File: src/rtl/ula_pkg.sv
// Shared op-code constants and FSM state type for the execute-stage ALU.
// The op codes are also consumed by the upstream ALU-op decoder.
package ula_pkg;

    localparam logic [2:0] ULA_ADD   = 3'b000;
    localparam logic [2:0] ULA_SUB   = 3'b001;
    localparam logic [2:0] ULA_OR    = 3'b010;
    localparam logic [2:0] ULA_EQUAL = 3'b011;
    localparam logic [2:0] ULA_LESS  = 3'b100;
    localparam logic [2:0] ULA_MULT  = 3'b101;
    localparam logic [2:0] ULA_DIV   = 3'b110;
    localparam logic [2:0] ULA_AND   = 3'b111;

    typedef enum logic [1:0] {
        IDLE = 2'd0,
        ITER = 2'd1,
        SIGN = 2'd2,
        DONE = 2'd3
    } state_t;

    function automatic logic is_multicycle(input logic [2:0] op);
        return (op == ULA_MULT) || (op == ULA_DIV);
    endfunction

endpackage

File: src/rtl/ula_muldiv_iter.sv
// Unsigned magnitude engine: shift-add multiplier or restoring divider, one bit per cycle.
// After WIDTH steps hi_mag/lo_mag hold {product} or {remainder, quotient}.
module ula_muldiv_iter #(
    parameter int WIDTH = 32
) (
    input  logic             clk,
    input  logic             rst_n,
    input  logic             load,
    input  logic             is_div,
    input  logic [WIDTH-1:0] a_mag,
    input  logic [WIDTH-1:0] b_mag,
    output logic             step_done,
    output logic [WIDTH-1:0] hi_mag,
    output logic [WIDTH-1:0] lo_mag
);

    localparam int CNT_W = (WIDTH > 1) ? $clog2(WIDTH) : 1;
    localparam logic [CNT_W-1:0] LAST_STEP = CNT_W'(WIDTH - 1);

    logic             r_active;
    logic [CNT_W-1:0] r_cnt;
    logic             r_is_div;
    logic [WIDTH-1:0] r_acc;
    logic [WIDTH-1:0] r_shift;
    logic [WIDTH-1:0] r_b;

    logic [WIDTH:0]   w_mul_sum;
    logic [WIDTH:0]   w_div_shifted;
    logic [WIDTH:0]   w_div_trial;

    always_comb begin
        w_mul_sum     = {1'b0, r_acc} + (r_shift[0] ? {1'b0, r_b} : '0);
        w_div_shifted = {r_acc, r_shift[WIDTH-1]};
        // A set top bit means the trial subtraction borrowed: keep the shifted remainder.
        w_div_trial   = w_div_shifted - {1'b0, r_b};
    end

    assign step_done = r_active && (r_cnt == LAST_STEP);
    assign hi_mag    = r_acc;
    assign lo_mag    = r_shift;

    always_ff @(posedge clk or negedge rst_n) begin
        if (!rst_n) begin
            r_active <= 1'b0;
            r_cnt    <= '0;
        end else if (load) begin
            r_active <= 1'b1;
            r_cnt    <= '0;
        end else if (r_active) begin
            if (r_cnt == LAST_STEP) begin
                r_active <= 1'b0;
                r_cnt    <= '0;
            end else begin
                r_cnt <= r_cnt + 1'b1;
            end
        end
    end

    always_ff @(posedge clk) begin
        if (load) begin
            r_is_div <= is_div;
            r_b      <= b_mag;
            r_acc    <= '0;
            r_shift  <= a_mag;
        end else if (r_active) begin
            if (r_is_div) begin
                r_acc   <= w_div_trial[WIDTH] ? w_div_shifted[WIDTH-1:0] : w_div_trial[WIDTH-1:0];
                r_shift <= {r_shift[WIDTH-2:0], ~w_div_trial[WIDTH]};
            end else begin
                r_acc   <= w_mul_sum[WIDTH:1];
                r_shift <= {w_mul_sum[0], r_shift[WIDTH-1:1]};
            end
        end
    end

endmodule

File: src/rtl/ula_exec_multicycle.sv
// Execute-stage ALU: single-cycle ops plus signed iterative Mult/Div owning HI/LO.
// Handshakes with the control FSM through start/busy/done.
module ula_exec_multicycle
    import ula_pkg::*;
#(
    parameter int WIDTH = 32
) (
    input  logic             clk,
    input  logic             rst_n,
    input  logic             start,
    input  logic [2:0]       op,
    input  logic [WIDTH-1:0] a,
    input  logic [WIDTH-1:0] b,
    output logic             busy,
    output logic             done,
    output logic [WIDTH-1:0] result,
    output logic             zero,
    output logic [WIDTH-1:0] hi,
    output logic [WIDTH-1:0] lo
);

    state_t r_state;
    logic   r_is_div;
    logic   r_neg_lo;
    logic   r_neg_hi;

    logic                    w_accept;
    logic                    w_div_by_zero;
    logic                    w_load;
    logic signed [WIDTH-1:0] w_a_s;
    logic signed [WIDTH-1:0] w_b_s;
    logic [WIDTH-1:0]        w_single_res;
    logic [WIDTH-1:0]        w_a_mag;
    logic [WIDTH-1:0]        w_b_mag;
    logic                    w_step_done;
    logic [WIDTH-1:0]        w_hi_mag;
    logic [WIDTH-1:0]        w_lo_mag;
    logic [2*WIDTH-1:0]      w_prod_fix;
    logic [WIDTH-1:0]        w_quot_fix;
    logic [WIDTH-1:0]        w_rem_fix;

    function automatic logic [WIDTH-1:0] f_mag(input logic [WIDTH-1:0] v);
        return v[WIDTH-1] ? (~v + 1'b1) : v;
    endfunction

    function automatic logic [WIDTH-1:0] f_cneg(input logic [WIDTH-1:0] v, input logic neg);
        return neg ? (~v + 1'b1) : v;
    endfunction

    function automatic logic [2*WIDTH-1:0] f_cneg2(input logic [2*WIDTH-1:0] v, input logic neg);
        return neg ? (~v + 1'b1) : v;
    endfunction

    assign w_accept      = start && ((r_state == IDLE) || (r_state == DONE));
    assign w_div_by_zero = (op == ULA_DIV) && (b == '0);
    assign w_load        = w_accept && is_multicycle(op) && !w_div_by_zero;
    assign w_a_s         = a;
    assign w_b_s         = b;
    assign w_a_mag       = f_mag(a);
    assign w_b_mag       = f_mag(b);

    always_comb begin
        w_single_res = '0;
        case (op)
            ULA_ADD:   w_single_res = a + b;
            ULA_SUB:   w_single_res = a - b;
            ULA_OR:    w_single_res = a | b;
            ULA_EQUAL: w_single_res = WIDTH'(a == b);
            ULA_LESS:  w_single_res = WIDTH'(w_a_s < w_b_s);
            ULA_AND:   w_single_res = a & b;
            default:   w_single_res = '0;
        endcase
    end

    // Sign fix-up applied in SIGN: product/quotient by sign xor, remainder by dividend sign.
    assign w_prod_fix = f_cneg2({w_hi_mag, w_lo_mag}, r_neg_lo);
    assign w_quot_fix = f_cneg(w_lo_mag, r_neg_lo);
    assign w_rem_fix  = f_cneg(w_hi_mag, r_neg_hi);

    ula_muldiv_iter #(
        .WIDTH(WIDTH)
    ) u_iter (
        .clk       (clk),
        .rst_n     (rst_n),
        .load      (w_load),
        .is_div    (op == ULA_DIV),
        .a_mag     (w_a_mag),
        .b_mag     (w_b_mag),
        .step_done (w_step_done),
        .hi_mag    (w_hi_mag),
        .lo_mag    (w_lo_mag)
    );

    always_ff @(posedge clk or negedge rst_n) begin
        if (!rst_n) begin
            r_state  <= IDLE;
            r_is_div <= 1'b0;
            r_neg_lo <= 1'b0;
            r_neg_hi <= 1'b0;
            busy     <= 1'b0;
            done     <= 1'b0;
            result   <= '0;
            zero     <= 1'b0;
            hi       <= '0;
            lo       <= '0;
        end else begin
            done <= 1'b0;
            case (r_state)
                IDLE, DONE: begin
                    busy <= 1'b0;
                    if (w_accept && w_load) begin
                        r_is_div <= (op == ULA_DIV);
                        r_neg_lo <= a[WIDTH-1] ^ b[WIDTH-1];
                        r_neg_hi <= a[WIDTH-1];
                        busy     <= 1'b1;
                        r_state  <= ITER;
                    end else if (w_accept && w_div_by_zero) begin
                        lo      <= '1;
                        hi      <= a;
                        result  <= '1;
                        done    <= 1'b1;
                        r_state <= DONE;
                    end else if (w_accept) begin
                        result <= w_single_res;
                        if (op == ULA_EQUAL) begin
                            zero <= (a == b);
                        end
                        done    <= 1'b1;
                        r_state <= DONE;
                    end else begin
                        r_state <= IDLE;
                    end
                end
                ITER: begin
                    if (w_step_done) begin
                        r_state <= SIGN;
                    end
                end
                SIGN: begin
                    if (r_is_div) begin
                        lo     <= w_quot_fix;
                        hi     <= w_rem_fix;
                        result <= w_quot_fix;
                    end else begin
                        hi     <= w_prod_fix[2*WIDTH-1:WIDTH];
                        lo     <= w_prod_fix[WIDTH-1:0];
                        result <= w_prod_fix[WIDTH-1:0];
                    end
                    busy    <= 1'b0;
                    done    <= 1'b1;
                    r_state <= DONE;
                end
                default: r_state <= IDLE;
            endcase
        end
    end

endmodule

File: config.mk
export PLATFORM = sky130hd
export DESIGN_NAME = ula_exec_multicycle
export DESIGN_NICKNAME = d
export VERILOG_FILES = /design/src/rtl/ula_pkg.sv /design/src/rtl/ula_muldiv_iter.sv /design/src/rtl/ula_exec_multicycle.sv
export SDC_FILE = /design/constraint.sdc
export NUM_CORES = 1
export LEC_CHECK = 0
export CAP_MARGIN = 20
export CORE_ASPECT_RATIO = 0.75
export CORE_MARGIN = 3
export CORE_UTILIZATION = 54
export DETAILED_ROUTE_END_ITERATION = 16
export PLACE_DENSITY = 0.89
export SETUP_SLACK_MARGIN = 0.2
export SYNTH_ARGS = -nofsm -noshare
export SYNTH_HDL_FRONTEND = slang
export SYNTH_SLANG_ARGS = --single-unit
File: constraint.sdc
create_clock -name clk -period 3.3 [get_ports clk]
set_input_delay 0.66 -clock clk [delete_from_list [all_inputs] [get_ports clk]]
set_output_delay 0.66 -clock clk [all_outputs]
set_load 0.05 [all_outputs]
==> impl_metrics.tcl, run 1 <==
set metrics [dict create \
    worst_endpoint_kind "register data pin" \
    synth_cell_type_count 86 \
    die_width_um 228 \
    ios 169 \
    post_synth_inst_count 2503 \
    clk_path_buf_depth 3 \
    placementRows 60 \
    netlist.area_leader.share 0.138 \
    gp_routability_congestion 1.03 \
    hpwl_mm 69.7 \
    ys_top_cells_by_area "sky130_fd_sc_hd__dfrtp_1 14%, sky130_fd_sc_hd__ha_1 11%, sky130_fd_sc_hd__edfxtp_1 9.8%, sky130_fd_sc_hd__xnor2_1 5.9%, sky130_fd_sc_hd__a21oi_1 5.5%" \
    synthesis.yosys.warnings 0 \
    htree_num_levels 1 \
    initial_utilization 0.552 \
    postSynth.topFlopCell "sky130_fd_sc_hd__dfrtp_1" \
    grtUsageTotal 0.765 \
    share_of_the_yosys_chip_area_belonging_to_registers 0.268 \
    grt_max_degree 63 \
    worst_endpoint "u_iter.hi_mag[5]$_SDFFE_PP0P_/D" \
    floorplan.die.height_um 173 \
    synth.top_cells.by_count "220 x sky130_fd_sc_hd__a21oi_1, 216 x sky130_fd_sc_hd__nand2_1, 207 x sky130_fd_sc_hd__o21ai_0" \
    post_synth.cell_area_avg_um2 7.98 \
    stop_stage "global routing" \
    synth_enable_flop_cells 65 \
    io_buffer_count 168 \
    yosys.cell_count.top_type "sky130_fd_sc_hd__a21oi_1" \
    mappedNetlistNets 2750 \
    global_route.overflow_total 14 \
    outcome "stopped before the end" \
    synthArstFlopShare 0.531 \
    clkSinkCount 207 \
    yosys_register_bits 207 \
    cts_buffers 23 \
    synth_largest_area_cell "sky130_fd_sc_hd__dfrtp_1" \
    error_line "[ERROR GRT-0232] Routing congestion too high. Check the congestion heatmap in the GUI." \
    cts.root.buffer_cell "sky130_fd_sc_hd__clkbuf_16" \
    mappedNetlistArea_um2 20000 \
]
## metrics by stage
step	hold WS, ns	TNS (ns)	worst slack [ns]	std cells	cell area (um^2)
after detailed placement	0.477	-217.31	-1.39	3577	26300
after CTS	0.208	-8.07	-0.301	3713	30000
after floorplan	0.364	-30.42	-0.544	2503	20400
after global placement	0.461	-206.74	-1.40	3577	26300
## kinds of logic after synthesis
family          count (synthesis)  synth area share
simple gates                  691             0.163
buf+inv                       297            0.0585
flops                         207             0.268
mux                            82            0.0418
fa+ha+maj                     177             0.112
xor+xnor                      203            0.0890
compound gates                846             0.268
## timing repair
| item | in CTS |
|---|---|
| pin swaps | 137 |
| gates cloned | 23 |
| endpoints found under the setup margin | 252 |
| buffers inserted | 71 |
| gates resized for setup | 506 |
| hold buffers | 0 |
## metal layers
metal  track usage  GRT overflow
met1         0.791             1
met2         0.864             1
met3         0.698             7
met4         0.679             4
met5         0.417             1
==> inputs of run 2 (changes only) <==
--- a/config.mk
+++ b/config.mk
@@ -6,12 +6,10 @@
 export NUM_CORES = 1
 export LEC_CHECK = 0
 export CAP_MARGIN = 20
-export CORE_ASPECT_RATIO = 0.75
 export CORE_MARGIN = 3
-export CORE_UTILIZATION = 54
+export CORE_UTILIZATION = 40
 export DETAILED_ROUTE_END_ITERATION = 16
-export PLACE_DENSITY = 0.89
-export SETUP_SLACK_MARGIN = 0.2
+export PLACE_DENSITY_LB_ADDON = 0.15
 export SYNTH_ARGS = -nofsm -noshare
 export SYNTH_HDL_FRONTEND = slang
 export SYNTH_SLANG_ARGS = --single-unit
==> constraint.sdc (replaced) <==
create_clock -name clk -period 4.3 [get_ports clk]
set_input_delay 0.86 -clock clk [delete_from_list [all_inputs] [get_ports clk]]
set_output_delay 0.86 -clock clk [all_outputs]
set_load 0.05 [all_outputs]
==> impl_metrics.tcl, run 2 <==
set metrics [dict create \
    path_clk_slew_ns 0.07 \
    post_cts_buffers 0 \
    cp-start-kind "primary input" \
    crit_slowest_cell "sky130_fd_sc_hd__or4_4" \
    hpwl_mm 69.9 \
    ios 169 \
    tritoncts "done" \
    grt_max_degree 59 \
    final_util 0.517 \
    critical_path.most_common_cell "sky130_fd_sc_hd__or4_4" \
    synth_largest_area_cell "sky130_fd_sc_hd__dfrtp_1" \
    synthArstFlopShare 0.531 \
    global_route_wire_length_before_repair_mm 129 \
    remaining_drc_errors 0 \
    yosys.cell_count.top_type "sky130_fd_sc_hd__a21oi_1" \
    route.detailed.vias_per_inst 5.91 \
    netlist.area_leader.share 0.138 \
    gp_routability_congestion 0.986 \
    skew_ns 0.0314 \
    drv.max_cap_violation_count 0 \
    postSynth.topFlopCell "sky130_fd_sc_hd__dfrtp_1" \
    placementRows 81 \
    synth.top_cells.by_count "220 x sky130_fd_sc_hd__a21oi_1, 216 x sky130_fd_sc_hd__nand2_1, 207 x sky130_fd_sc_hd__o21ai_0" \
    fin_total_pwr_mw 20.2 \
    fp.coreArea_um2 49200 \
    design.die.area_um2 52700 \
    first_global_vias 20434 \
    max_freq_ghz 0.241 \
    mappedNetlistNets 2750 \
    drive_gt1_frac 0.150 \
    vdd_ir_drop_max_uv 478 \
    cp.arrival_ns 4.58 \
    crit_path_capture_type "flop" \
    routed_wire_length_per_instance_um 24.1 \
    final-setup-viol-count 0 \
    die_width_um 229 \
    wire_length_reported_by_the_detailed_router_mm 86.1 \
    synthesis.yosys.warnings 0 \
    htree_num_levels 1 \
    cp_slowest_stage_delay_ns 0.60 \
    net_count_of_the_finished_layout 3139 \
    grtUsageTotal 0.318 \
    most_common_cell_after_layout_fill_and_taps_aside "sky130_fd_sc_hd__buf_4" \
    clock_latency_ns 0.55 \
    ys_top_cells_by_area "sky130_fd_sc_hd__dfrtp_1 14%, sky130_fd_sc_hd__ha_1 11%, sky130_fd_sc_hd__edfxtp_1 9.8%, sky130_fd_sc_hd__xnor2_1 5.9%, sky130_fd_sc_hd__a21oi_1 5.5%" \
    drtAntennaViolNets 0 \
    layout_common_cells "326 x sky130_fd_sc_hd__buf_4, 220 x sky130_fd_sc_hd__a21oi_1, 216 x sky130_fd_sc_hd__nand2_1" \
    critical_path.cell_chain "clkdlybuf4s50_1 -> or4_4 -> or4_4 -> or4_4 -> nor3_4 -> o21ai_2 -> a21oi_4 -> buf_4 -> nand2_1 -> buf_4 -> a211oi_1 -> a21oi_1" \
    fin_worst_hold_slack_ns 0.377 \
    io_buffer_count 168 \
    via_count 21128 \
    worst-setup-path-type "in2reg" \
    clkSinkCount 207 \
    mappedNetlistArea_um2 20000 \
    drt_first_pass_iters 5 \
    floorplan.die.height_um 229 \
    synth_enable_flop_cells 65 \
    min_period_ns 4.15 \
    initial_utilization 0.406 \
    synth_cell_type_count 86 \
    grt_setup_unrepaired "no" \
    area_growth_syn_to_layout_pct 27.1 \
    timing.final.max_slew_violations 0 \
    finalHoldViolCount 0 \
    cts_buffers 24 \
    cts.root.buffer_cell "sky130_fd_sc_hd__clkbuf_16" \
    crit_required_ns 4.72 \
    cp_max_fo 16 \
    p_leak_nw 11.0 \
    slew-limit-headroom 0.243 \
    antenna_found_initial 2 \
    post_synth.cell_area_avg_um2 7.98 \
    min-delay-path-class "in2async" \
    post_synth_inst_count 2503 \
    pwr_density_cell_nw_per_um2 797 \
    post_cts_resize_count 0 \
    finalCritPeriodShare 0.966 \
    yosys_register_bits 207 \
    share_of_the_yosys_chip_area_belonging_to_registers 0.268 \
    outcome "finished, final reports clean" \
    global_route.overflow_total 0 \
    starting_drt_drc_count 2088 \
    clk_path_buf_depth 3 \
    worstMarginPinSlew_ns 1.13 \
    ctsHoldBuffers 0 \
]
==> run 2: cell counts after synthesis <==
No cell type changed its count.
==> run 2: power breakdown <==
part	switching [mW]	total (mW)	internal [mW]	leakage [nW]
registers	1.09	4.14	3.05	2.17
logic	8.62	14.0	5.39	8.45
clock network	0.909	2.10	1.19	0.377
==> run 2: logic make-up after synthesis <==
group	count (synthesis)	synth area share
AO/OA/AOI/OAI	846	0.268
AND/OR/NAND/NOR	691	0.163
buffers and inverters	297	0.0585
flip-flops	207	0.268
XOR/XNOR	203	0.0890
adder cells (fa/ha/maj)	177	0.112
multiplexers	82	0.0418
==> run 2: cell type report <==
type / count / area [um^2]
Antenna cell: 1 / 2.50
Clock buffer: 29 / 641
Clock inverter: 15 / 145
Fill cell: 4772 / 23800
Inverter: 157 / 592
Multi-Input combinational cell: 1999 / 13500
Sequential cell: 207 / 5350
Tap cell: 664 / 831
Timing Repair Buffer: 503 / 4320
==> run 2: path summary, 6_finish.rpt <==
kind / endpoint / start / slack [ns] / cells past startpoint
worst max-delay path: result[19] / b[6] / 0.15 / 12
min in group clk: hi[18] / hi[18] / 0.47 / 2
worst max register to register: u_iter.hi_mag[10] / u_iter.r_b[0] / 0.34 / 13
max in group asynchronous: result[30] / rst_n / 3.05 / 2
worst min-delay path: result[10] / rst_n / 0.38 / 1
worst min register to register: hi[18] / hi[18] / 0.47 / 2
==> run 2: per-layer routing <==
metal / track usage / part of all wire
met1: 0.438 / 0.43
met3: 0.0367 / 0.073
met5: 0 / 0
met4: 0.101 / 0.034
met2: 0.520 / 0.46
==> run 2: worst max-delay path, delay by kind of cell <==
family                 cells  cell delay, ns
AOI/OAI and AO/OA          4            0.70
buffers and inverters      3            0.95
and+or+nand+nor            5            2.05
==> run 2: per-stage QoR <==
stage	cells	worst slack, ns	setup TNS, ns	instance area [um^2]
detailed placement	3529	-0.493	-28.96	24600
finish	3575	0.146	0	25400
global route	3574	0.0287	0	25400
CTS	3573	0.0695	0	25400
floorplan	2503	0.173	0	20000
global placement	3529	-0.493	-19.34	24600
Note: power is estimated with default switching activity, not from simulation.
==> RTL change (config.mk and constraints of run 2) <==
Add an input register stage for `op`; this delays it by one clock. The other inputs are not delayed to match.
--- a/src/rtl/ula_exec_multicycle.sv
+++ b/src/rtl/ula_exec_multicycle.sv
@@ -20,2 +20,8 @@
 );
+
+    logic [2:0] op_q;
+
+    always_ff @(posedge clk) begin
+        op_q <= op;
+    end
 
@@ -54,4 +60,4 @@
     assign w_accept      = start && ((r_state == IDLE) || (r_state == DONE));
-    assign w_div_by_zero = (op == ULA_DIV) && (b == '0);
-    assign w_load        = w_accept && is_multicycle(op) && !w_div_by_zero;
+    assign w_div_by_zero = (op_q == ULA_DIV) && (b == '0);
+    assign w_load        = w_accept && is_multicycle(op_q) && !w_div_by_zero;
     assign w_a_s         = a;
@@ -63,3 +69,3 @@
         w_single_res = '0;
-        case (op)
+        case (op_q)
             ULA_ADD:   w_single_res = a + b;
@@ -85,3 +91,3 @@
         .load      (w_load),
-        .is_div    (op == ULA_DIV),
+        .is_div    (op_q == ULA_DIV),
         .a_mag     (w_a_mag),
@@ -111,3 +117,3 @@
                     if (w_accept && w_load) begin
-                        r_is_div <= (op == ULA_DIV);
+                        r_is_div <= (op_q == ULA_DIV);
                         r_neg_lo <= a[WIDTH-1] ^ b[WIDTH-1];
@@ -124,3 +130,3 @@
                         result <= w_single_res;
-                        if (op == ULA_EQUAL) begin
+                        if (op_q == ULA_EQUAL) begin
                             zero <= (a == b);
Function: changed (Yosys sat finds a counterexample within 4 cycles, from zero or initial values and one cycle with rst_n low).
==> RTL change against run 2 <==
Clock skew grew 0.0061 ns. Die area grew 0.55%. Design area is essentially flat. Sequential cell count grew 3. Hold slack gained 0.019 ns. Area after synthesis grew 0.57%. Via count grew 0.89%. Fmax grew 1.4%. Synthesized cell count grew 2.1%. Power grew 1.5%. Routed wire length grew 2.7%. Cell count grew 0.53%. Setup slack gained 0.057 ns. Critical endpoint is now result[31].
==> RTL change: results (changes against run 2) <==
| Metric | Value |
|---|---|
| Max IR drop VDD | `0.558 mV (was 0.478 mV)` |
| Reg2reg path depth | `14 (was 13)` |
| 1st-iter DRT viols | `2251 (was 2088)` |
| # fillers | `4889 (was 4772)` |
| Placed wire-length estimate | `71500 um (was 69900 um)` |
| Flop-to-flop setup slack | `0.28 ns (was 0.34 ns)` |
| Synth unique cells | `91 (was 86)` |
| Clock Skews | `0.0375 ns (was 0.0314 ns)` |
| CTS Root Cell | `clkbuf_16 (unchanged)` |
| Fmax | `244 MHz (was 241 MHz)` |
| Global Route Usage Sum | `32.4% (was 31.8%)` |
| Vias in the first global route | `20.7k (was 20.4k)` |
| Crit path arrival time | `4.56 ns (was 4.58 ns)` |
| Ant. Diodes | `0 (was 1)` |
| Placed cell areas | `24400 sq um (was 24600 sq um)` |
| Top post-synthesis cells by area | `dfrtp_1, ha_1, edfxtp_1, xnor2_1, o21ai_0 (was dfrtp_1, ha_1, edfxtp_1, xnor2_1, a21oi_1)` |
| Post-synth EDFFs | `65 (unchanged)` |
| FFs w/ async S/R, synth | `52.4% (was 53.1%)` |
| First-pass GRT wire length | `131000 um (was 129000 um)` |
| Pre-CTS setup slack | `-0.421 ns (was -0.493 ns)` |
| Num CTS Buffers | `27 (was 24)` |
| Largest net degree at the start of global routing | `81 (was 59)` |
| Synth cell count leaders | `nand2_1, nor2_1, o21ai_0 (was a21oi_1, nand2_1, o21ai_0)` |
| Worst-margin pin slew | `0.968 ns (was 1.13 ns)` |
| Routed len/inst | `24.6 um (was 24.1 um)` |
| Via density | `5.93 (was 5.91)` |
| Pre-Repair DR Iteration Count | `5 (unchanged)` |
| Mapped Nets | `2802 (was 2750)` |
| Worst-path fanout max | `4 (was 16)` |
| LEAKAGE | `0.0109 uW (was 0.0110 uW)` |
| YS warnings | `0 (unchanged)` |
| Layout cells sized above 1 | `13.2% (was 15.0%)` |
| RePlAce Congestion | `0.986 (about the same)` |
| Status | `completed (unchanged)` |
| Clk_lat worst skew | `0.60 ns (was 0.55 ns)` |
| Net Sw Power | `10700 uW (was 10600 uW)` |
| Main synth FF type | `dfrtp_1 (unchanged)` |
| Initial antenna violation count | `0 (was 2)` |
| Seq/Total Area, Yosys | `26.9% (was 26.8%)` |
| Nets | `3156 (was 3139)` |
RTL change: changes by cell type after synthesis, moves of 15 or more:
cell and change:
o21ai_1 -29, nand3_1 +17, nand2_1 +32, o21ai_0 +15, nor2_1 +44, nor3_1 -20
RTL change: path summary, 6_finish.rpt:
check,from,endpoint
setup / recovery,a[8],result[31]
hold / removal,rst_n,lo[16]
setup reg to reg,u_iter.lo_mag[31],u_iter.lo_mag[0]
hold reg to reg,hi[17],hi[17]
max in group asynchronous,rst_n,hi[11]
min in group clk,hi[17],hi[17]
RTL change: kinds of logic (layout without fill, tap and decap cells):
group | after synthesis | count (layout) | share of synthesized area, %
adders and majority gates | 177 | 177 | 11.2
DFF | 210 | 210 | 26.9
AOI/OAI and AO/OA | 826 | 826 | 26.0
buffers and inverters | 298 | 673 | 5.70
and+or+nand+nor | 773 | 773 | 18.0
xor gates and xnor gates | 201 | 201 | 8.76
muxes | 70 | 70 | 3.51
RTL change: metrics by stage:
step                hold WS (ns)  instances  util [%]
global placement           0.460       3544      49.6
finish                     0.396       3594      51.6
global route               0.447       3594      51.6
CTS                        0.417       3594      51.6
detailed placement         0.461       3544      49.6
floorplan                  0.493       2555         -
RTL change: area by class of cell:
class	count	area, sq um	area share (%)
clock buffers	34	753	2.97
clock inverters	16	214	0.842
inverters	153	576	2.27
multi-input cells	2047	13600	53.5
flip-flops and latches	210	5410	21.3
well taps	664	831	3.27
repair buffers	470	4030	15.9
RTL change: power groups by stage:
| stage | combinational, uW | clock (uW) | sequential (uW) |
|---|---|---|---|
| floorplan | 7450 | 0 | 5170 |
| global placement | 13600 | 0 | 4050 |
| detailed placement | 13700 | 0 | 4070 |
| CTS | 13800 | 2550 | 4040 |
| global route | 15000 | 2620 | 4160 |
| finish | 14000 | 2520 | 4070 |
RTL change: critical path: stages:
cell and delay [ns]:
clkdlybuf4s50_1 0.51, inv_1 0.09, ha_1 0.35, or4_4 0.52, or3_1 0.36, a311oi_1 0.27, nor3_1 0.10, buf_4 0.15
o31ai_1 0.20, buf_4 0.17, buf_4 0.10, nand4_1 0.14, a31o_2 0.24, xor2_1 0.14, a221oi_1 0.29, a211oi_1 0.07
RTL change: timing repair:
item	in CTS	in global routing
resized for setup	0	2
endpoints found under the setup margin	0	3
buffers inserted	0	0
RTL change: metal layers:
layer | wire length [um] | GRT usage (%)
met5 | 0 | 0
met4 | 4310 | 13.9
met3 | 6750 | 4.98
met2 | 39900 | 52.1
met1 | 37500 | 43.2
